===== config.mk =====
export PLATFORM = sky130hd
export DESIGN_NAME = vga_fb_arbiter_flat
export DESIGN_NICKNAME = d
export VERILOG_FILES = /design/src/rtl/vga_fb_arbiter_if.sv /design/src/rtl/vga_fb_arbiter.sv /design/src/flat_wrapper.sv
export SDC_FILE = /design/constraint.sdc
export NUM_CORES = 1
export LEC_CHECK = 0
export ABC_AREA = 1
export CAP_MARGIN = 30
export CORE_ASPECT_RATIO = 0.9
export CORE_MARGIN = 2
export CORE_UTILIZATION = 44
export DETAILED_ROUTE_END_ITERATION = 10
export HOLD_SLACK_MARGIN = 0.1
export PLACE_DENSITY_LB_ADDON = 0.2
export SYNTH_ARGS = -nofsm -noshare
export SYNTH_HDL_FRONTEND = slang
export SYNTH_SLANG_ARGS = --single-unit

===== constraint.sdc =====
create_clock -name app_clk -period 4.2 [get_ports app_clk]
set_input_delay 1.26 -clock app_clk [delete_from_list [all_inputs] [get_ports app_clk]]
set_output_delay 1.26 -clock app_clk [all_outputs]
set_load 0.1 [all_outputs]

===== src/rtl/vga_fb_arbiter_if.sv =====
// Bundled display, host and RAM signals of the framebuffer arbiter.
// The slave modport is the arbiter's view; master is the surrounding logic.
interface vga_fb_arbiter_if #(
  parameter int AW = 16,
  parameter int DW = 8
);
  logic          disp_req;
  logic [AW-1:0] disp_addr;
  logic          disp_gnt;
  logic          disp_rvalid;
  logic [DW-1:0] disp_rdata;

  logic          host_req;
  logic          host_we;
  logic [AW-1:0] host_addr;
  logic [DW-1:0] host_wdata;
  logic          host_gnt;
  logic          host_rvalid;
  logic [DW-1:0] host_rdata;

  logic          mem_en;
  logic          mem_we;
  logic [AW-1:0] mem_addr;
  logic [DW-1:0] mem_wdata;
  logic [DW-1:0] mem_rdata;

  modport slave (
    input  disp_req, disp_addr, host_req, host_we, host_addr, host_wdata, mem_rdata,
    output disp_gnt, disp_rvalid, disp_rdata, host_gnt, host_rvalid, host_rdata,
    output mem_en, mem_we, mem_addr, mem_wdata
  );

  modport master (
    output disp_req, disp_addr, host_req, host_we, host_addr, host_wdata, mem_rdata,
    input  disp_gnt, disp_rvalid, disp_rdata, host_gnt, host_rvalid, host_rdata,
    input  mem_en, mem_we, mem_addr, mem_wdata
  );
endinterface


===== src/rtl/vga_fb_arbiter.sv =====
// Single-port framebuffer arbiter: display-priority grant, registered RAM command,
// 2-cycle read return routing. Define FB_ARB_STARVE_GUARD_EN for the host starvation guard.
module vga_fb_arbiter #(
  parameter int AW            = 16,
  parameter int DW            = 8,
  parameter int HOST_WAIT_MAX = 15
) (
  input  logic               app_clk,
  input  logic               app_arst_n,
  vga_fb_arbiter_if.slave    bus
);

`ifdef FB_ARB_STARVE_GUARD_EN
  localparam bit GuardEn = 1'b1;
`else
  localparam bit GuardEn = 1'b0;
`endif
  localparam logic [7:0] WaitMax = 8'(HOST_WAIT_MAX);

  function automatic logic [7:0] sat_inc8(input logic [7:0] v);
    return (v == 8'hFF) ? v : v + 8'd1;
  endfunction

  logic          force_host;
  logic          disp_gnt;
  logic          host_gnt;
  logic          rd_issue;
  logic [7:0]    wait_q, wait_d;

  logic          mem_en_q;
  logic          mem_we_q;
  logic [AW-1:0] mem_addr_q;
  logic [DW-1:0] mem_wdata_q;

  logic          vld_p1_q, own_p1_q;
  logic          vld_p2_q, own_p2_q;
  logic          disp_rvalid, host_rvalid;
  logic [DW-1:0] disp_rdata, host_rdata;
  logic [DW-1:0] disp_rdata_q, host_rdata_q;

  always_comb begin
    force_host = GuardEn && bus.host_req && (wait_q == WaitMax);
    disp_gnt   = app_arst_n && bus.disp_req && !force_host;
    host_gnt   = app_arst_n && bus.host_req && (!bus.disp_req || force_host);
    rd_issue   = disp_gnt || (host_gnt && !bus.host_we);
    wait_d     = (!bus.host_req || host_gnt) ? 8'd0 : sat_inc8(wait_q);
  end

  // own_pN = 1 marks a host read; stage 2 lines up with mem_rdata
  always_comb begin
    disp_rvalid = vld_p2_q && !own_p2_q;
    host_rvalid = vld_p2_q && own_p2_q;
    disp_rdata  = disp_rvalid ? bus.mem_rdata : disp_rdata_q;
    host_rdata  = host_rvalid ? bus.mem_rdata : host_rdata_q;
  end

  always_ff @(posedge app_clk) begin
    if (!app_arst_n) begin
      wait_q       <= 8'd0;
      mem_en_q     <= 1'b0;
      mem_we_q     <= 1'b0;
      mem_addr_q   <= '0;
      mem_wdata_q  <= '0;
      vld_p1_q     <= 1'b0;
      own_p1_q     <= 1'b0;
      vld_p2_q     <= 1'b0;
      own_p2_q     <= 1'b0;
      disp_rdata_q <= '0;
      host_rdata_q <= '0;
    end else begin
      wait_q   <= wait_d;
      mem_en_q <= disp_gnt || host_gnt;
      mem_we_q <= host_gnt && bus.host_we;
      if (disp_gnt) begin
        mem_addr_q <= bus.disp_addr;
      end else if (host_gnt) begin
        mem_addr_q  <= bus.host_addr;
        mem_wdata_q <= bus.host_wdata;
      end
      // stage 1: command on the RAM pins
      vld_p1_q     <= rd_issue;
      own_p1_q     <= host_gnt;
      // stage 2: read data returning
      vld_p2_q     <= vld_p1_q;
      own_p2_q     <= own_p1_q;
      disp_rdata_q <= disp_rdata;
      host_rdata_q <= host_rdata;
    end
  end

  assign bus.disp_gnt    = disp_gnt;
  assign bus.host_gnt    = host_gnt;
  assign bus.disp_rvalid = disp_rvalid;
  assign bus.host_rvalid = host_rvalid;
  assign bus.disp_rdata  = disp_rdata;
  assign bus.host_rdata  = host_rdata;
  assign bus.mem_en      = mem_en_q;
  assign bus.mem_we      = mem_we_q;
  assign bus.mem_addr    = mem_addr_q;
  assign bus.mem_wdata   = mem_wdata_q;

endmodule


===== src/flat_wrapper.sv =====
// flat-port wrapper written by rule: the top's interface ports become plain ports
module vga_fb_arbiter_flat 
#(
  parameter int AW            = 16,
  parameter int DW            = 8,
  parameter int HOST_WAIT_MAX = 15
)
  (app_clk, app_arst_n, bus_disp_req, bus_disp_addr, bus_host_req, bus_host_we, bus_host_addr, bus_host_wdata, bus_mem_rdata, bus_disp_gnt, bus_disp_rvalid, bus_disp_rdata, bus_host_gnt, bus_host_rvalid, bus_host_rdata, bus_mem_en, bus_mem_we, bus_mem_addr, bus_mem_wdata);
  vga_fb_arbiter_if #(.AW(AW), .DW(DW)) bus_i ();
  input  logic app_clk;
  input  logic app_arst_n;
  input wire logic [$bits(bus_i.disp_req)-1:0] bus_disp_req;
  input wire logic [$bits(bus_i.disp_addr)-1:0] bus_disp_addr;
  input wire logic [$bits(bus_i.host_req)-1:0] bus_host_req;
  input wire logic [$bits(bus_i.host_we)-1:0] bus_host_we;
  input wire logic [$bits(bus_i.host_addr)-1:0] bus_host_addr;
  input wire logic [$bits(bus_i.host_wdata)-1:0] bus_host_wdata;
  input wire logic [$bits(bus_i.mem_rdata)-1:0] bus_mem_rdata;
  output wire logic [$bits(bus_i.disp_gnt)-1:0] bus_disp_gnt;
  output wire logic [$bits(bus_i.disp_rvalid)-1:0] bus_disp_rvalid;
  output wire logic [$bits(bus_i.disp_rdata)-1:0] bus_disp_rdata;
  output wire logic [$bits(bus_i.host_gnt)-1:0] bus_host_gnt;
  output wire logic [$bits(bus_i.host_rvalid)-1:0] bus_host_rvalid;
  output wire logic [$bits(bus_i.host_rdata)-1:0] bus_host_rdata;
  output wire logic [$bits(bus_i.mem_en)-1:0] bus_mem_en;
  output wire logic [$bits(bus_i.mem_we)-1:0] bus_mem_we;
  output wire logic [$bits(bus_i.mem_addr)-1:0] bus_mem_addr;
  output wire logic [$bits(bus_i.mem_wdata)-1:0] bus_mem_wdata;
  assign bus_i.disp_req = bus_disp_req;
  assign bus_i.disp_addr = bus_disp_addr;
  assign bus_i.host_req = bus_host_req;
  assign bus_i.host_we = bus_host_we;
  assign bus_i.host_addr = bus_host_addr;
  assign bus_i.host_wdata = bus_host_wdata;
  assign bus_i.mem_rdata = bus_mem_rdata;
  assign bus_disp_gnt = bus_i.disp_gnt;
  assign bus_disp_rvalid = bus_i.disp_rvalid;
  assign bus_disp_rdata = bus_i.disp_rdata;
  assign bus_host_gnt = bus_i.host_gnt;
  assign bus_host_rvalid = bus_i.host_rvalid;
  assign bus_host_rdata = bus_i.host_rdata;
  assign bus_mem_en = bus_i.mem_en;
  assign bus_mem_we = bus_i.mem_we;
  assign bus_mem_addr = bus_i.mem_addr;
  assign bus_mem_wdata = bus_i.mem_wdata;
  vga_fb_arbiter #(.AW(AW), .DW(DW), .HOST_WAIT_MAX(HOST_WAIT_MAX)) u_core (.app_clk(app_clk), .app_arst_n(app_arst_n), .bus(bus_i));
endmodule

== After elaboration in Yosys (flattened, before gate mapping) ==
Cells that the tools add are included.
Widths: inputs -> output; s select.

* Reduce and logical (&&, ||, !) cells: 14
* Muxes and demuxes: 4
* Bitwise logic cells: 1

{| class="wikitable"
|+ Operators with widths
! kind !! count
|-
| $mux 16 || 2
|-
| $mux 8 || 2
|-
| $logic_and 1x1->1 || 7
|-
| $logic_not 1->1 || 3
|-
| $logic_or 1x1->1 || 2
|-
| $reduce_and 2->1 || 1
|-
| $reduce_bool 2->1 || 1
|-
| $not 1->1 || 1
|}

* Input port bits: 53
* Word-level logic and storage cells: 29
* Register bits after elaboration: 46
* Output and inout bits: 46

== Longest topological paths before layout ==
* Word-level depth: 4
* Gate-level depth with buffers: 7
* Gate-level depth less buffers: 5

== Least setup slack after synthesis ==
No wires, ideal clock.

* Kind: input to output
* Start point: input app_arst_n
* End point: output bus_disp_gnt
* Path slack: 0.711 ns
* Stages: 4
* Data required time: 2.940 ns
* Arrival time: 2.229 ns
* Path buffers: 2
* Path through: buf_4 nand2_4 buf_2 inv_1

* Cells in the longest elaborated chain, start to end: 1

{| class="wikitable"
|+ RTL lines
! what !! line !! text
|-
| from (decl) || flat_wrapper.sv:11 || <nowiki>input logic app_arst_n;</nowiki>
|-
| $logic_and 1x1->1 || vga_fb_arbiter.sv:43 || <nowiki>disp_gnt = app_arst_n && bus.disp_req && !force_host;</nowiki>
|-
| to (decl) || flat_wrapper.sv:19 || <nowiki>output wire logic [$bits(bus_i.disp_gnt)-1:0] bus_disp_gnt;</nowiki>
|}

Every way passes these cells.

== Worst setup path in the final report ==
* Start point: input bus_mem_rdata[7]
* End point: output bus_disp_rdata[7]

* Cells in the longest elaborated chain, start to end: 1

{| class="wikitable"
|+ RTL lines
! what !! line !! text
|-
| from (decl) || flat_wrapper.sv:18 || <nowiki>input wire logic [$bits(bus_i.mem_rdata)-1:0] bus_mem_rdata;</nowiki>
|-
| $mux 8 || vga_fb_arbiter.sv:53 || <nowiki>disp_rdata = disp_rvalid ? bus.mem_rdata : disp_rdata_q;</nowiki>
|-
| to (decl) || flat_wrapper.sv:21 || <nowiki>output wire logic [$bits(bus_i.disp_rdata)-1:0] bus_disp_rdata;</nowiki>
|}

Every way passes these cells.

==> impl_metrics.py <==
metrics = {
    "cts": {
        "ctsHoldBuffers": 0,
        "cts_root_buf": "clkbuf_8",
        "clock_latency_ns": 0.29,
        "numClockSinks": 46,
        "clockBufferDepth": 2,
        "clkTransAtPathRegs_ns": 0.09,
        "postCtsSetupBuffers": 0,
        "h-tree-depth": 2,
        "numCtsBuffers": 5,
        "cts_tree": "built",
        "ctsResizeCount": 0,
    },
    "critical_path": {
        "path_class": "input pin to output port",
        "end_kind": "output port",
        "cp_max_fo": 2,
        "cp.required_ns": 2.94,
        "start_kind": "input pin",
        "arrival_ns": 2.25,
    },
    "grt": {
        "grt_max_degree": 51,
        "grt_pass1_wl_um": 8220,
        "antenna_found_initial": 0,
        "grt_usage_pct": 19.0,
        "grt_pass1_vias": 1886,
        "gr-total-overflow": 0,
    },
    "timing": {
        "relSlewSlack_pct": 33.6,
        "fin_tns_setup_ns": 0,
        "hold_viol": 0,
        "setup_viol": 0,
        "hold_ws_ns": 0.417,
        "skew_ns": 0.00198,
        "max_freq_ghz": 0.285,
        "worst_pin_slew_ns": 0.993,
        "layout_setup_ws_ns": 0.692,
        "drv_slew": 0,
        "rsz0062_at_grt": "no",
        "fin_crit_ns": 3.51,
        "finalCritPeriodShare_pct": 83.5,
    },
    "finish": {
        "seqCellArea_sq_um": 921,
        "nFillCells": 376,
        "multi_input_comb_area_sq_um": 846,
        "num_antenna_cells": 0,
        "nets": 460,
        "area_growth_pct": 61.2,
        "drive_gt1_share_pct": 8.82,
    },
    "detailed_routing": {
        "routed_via_density": 4.39,
        "wl_per_cell_um": 10.2,
        "wl_um": 4780,
        "ant_nets": 0,
        "drc_errors": 0,
        "first_pass_iters": 4,
        "vias": 2064,
        "drtIter0Drc": 115,
    },
    "synthesis": {
        "avgSynthCellArea_sq_um": 6.61,
        "syn_nets": 366,
        "synth-xor-area-share_pct": 0,
        "synth_top_area_cell": "dfxtp_1",
        "synth-compound-area-share_pct": 6.05,
        "synth_cells": 313,
        "ys_async_sr_fraction_pct": 0,
        "yosysTopAreaCellShare_pct": 44.5,
        "synth_most_common_cell": "nand2_1",
        "synth_area_leaders": "dfxtp_1, nand2_1, nor2_1",
        "muxShareOfSynthArea_pct": 0,
        "synth_edf_count": 0,
        "ys_warn_count": 0,
        "synth_commonest_cells": "nand2_1, nor2_1, inv_1",
        "synth_cell_type_count": 14,
        "synthAdderAreaFrac_pct": 0,
        "synth_seq_cells": 46,
        "synth-simple-area-share_pct": 34.8,
        "yosysSeqAreaShare_pct": 44.5,
        "post_synth_instance_area_sq_mm": 0.00207,
        "ys.flop_type": "dfxtp_1",
        "synth_top_family_by_area": "simple AND/OR/NAND/NOR gates",
    },
    "job": {
        "drv_cap": 0,
    },
    "outcome": {
        "status": "finished, final reports clean",
    },
    "placement": {
        "numPortBuffers": 98,
        "dp_hpwl_um": 3540,
        "preCtsSetupSlack_ns": 0.694,
        "place_congestion": 0.778,
    },
    "floorplan": {
        "dieArea_sq_mm": 0.00527,
        "std_cell_rows": 23,
        "pin_count": 99,
        "die_h_um": 69.0,
        "coreArea_sq_mm": 0.00449,
        "die_w_um": 76.3,
        "start_util_pct": 46.1,
    },
    "min_path": {
        "hold_path.class": "flop to flop",
    },
    "pwr": {
        "cellPowerDensity_mw_per_mm2": 355,
        "leakage_uw": 0.00170,
        "ir_drop_mv": 0.200,
    },
}
==> routing by layer <==
metal | track usage [%] | wire length, um | vias up | share of wire (%)
li1 | - | - | 1100 | -
met5 | 0 | 0 | - | 0
met3 | 6.15 | 397 | 6 | 8.3
met2 | 34.3 | 2410 | 69 | 50
met1 | 21.5 | 1920 | 889 | 40
met4 | 4.85 | 48 | 0 | 1.0
==> cells in the final DEF (no fill, tap or decap), drive strengths merged <==
| cell type | count |
|---|---|
| buf | 24 |
| clkbuf | 5 |
| clkdlybuf4s50 | 78 |
| clkinv | 2 |
| clkinvlp | 1 |
| dfxtp | 46 |
| inv | 57 |
| nand2 | 87 |
| nand3b | 16 |
| nor2 | 67 |
| o21ai | 25 |
==> report_power, final <==
part           switching (uW)  internal [uW]
clock                     149            117
combinational             301            145
sequential               9.85            462
total                     460            724
==> critical path: stages <==
cell and delay, ns:
clkdlybuf4s50_1 0.41, o21ai_0 0.26, inv_1 0.13, buf_12 0.19
==> through the flow <==
stage / cell area (sq um) / instances / total power (uW) / util [%]
final: 3330 / 470 / 1180 / 74.3
after global routing: 3330 / 470 / 1240 / 74.3
after CTS: 3330 / 470 / 1200 / 74.3
after detailed placement: 3240 / 462 / 930 / 72.3
after global placement: 3240 / 462 / 925 / 72.3
after floorplan: 2070 / 313 / 782 / -
==> layout make-up <==
| cell class | instances | share of cell area [%] |
|---|---|---|
| multi-input combinational | 195 | 25.4 |
| tap | 62 | 2.33 |
| clock inverter | 3 | 0.638 |
| timing repair buffer | 102 | 35.6 |
| clock buffer | 5 | 2.06 |
| sequential | 46 | 27.6 |
| inverter | 57 | 6.42 |
==> final timing paths <==
path                            slack [ns]                       start  cells after the start                                end
worst max register to register        2.95  u_core.own_p2_q$_SDFF_PN0_                      4  u_core.disp_rdata_q[7]$_SDFF_PN0_
worst min-delay path                  0.42  u_core.vld_p1_q$_SDFF_PN0_                      2         u_core.vld_p2_q$_SDFF_PN0_
worst min register to register        0.42  u_core.vld_p1_q$_SDFF_PN0_                      2         u_core.vld_p2_q$_SDFF_PN0_
worst max-delay path                  0.69            bus_mem_rdata[7]                      4                  bus_disp_rdata[7]
==> state kept, by name (all words and copies together) (netlist names) <==
register and cells:
u_core.bus.mem_en 1, u_core.own_p1_q 1, u_core.own_p2_q 1, u_core.disp_rdata_q 8, u_core.bus.mem_we 1, u_core.host_rdata_q 8, u_core.bus.mem_addr 16, u_core.bus.mem_wdata 8
u_core.vld_p1_q 1, u_core.vld_p2_q 1
==> logic make-up after synthesis <==
family                 Yosys count
AOI/OAI and AO/OA               25
buffers and inverters           72
DFF                             46
and+or+nand+nor                170
Note: power is estimated with default switching activity, not from simulation.
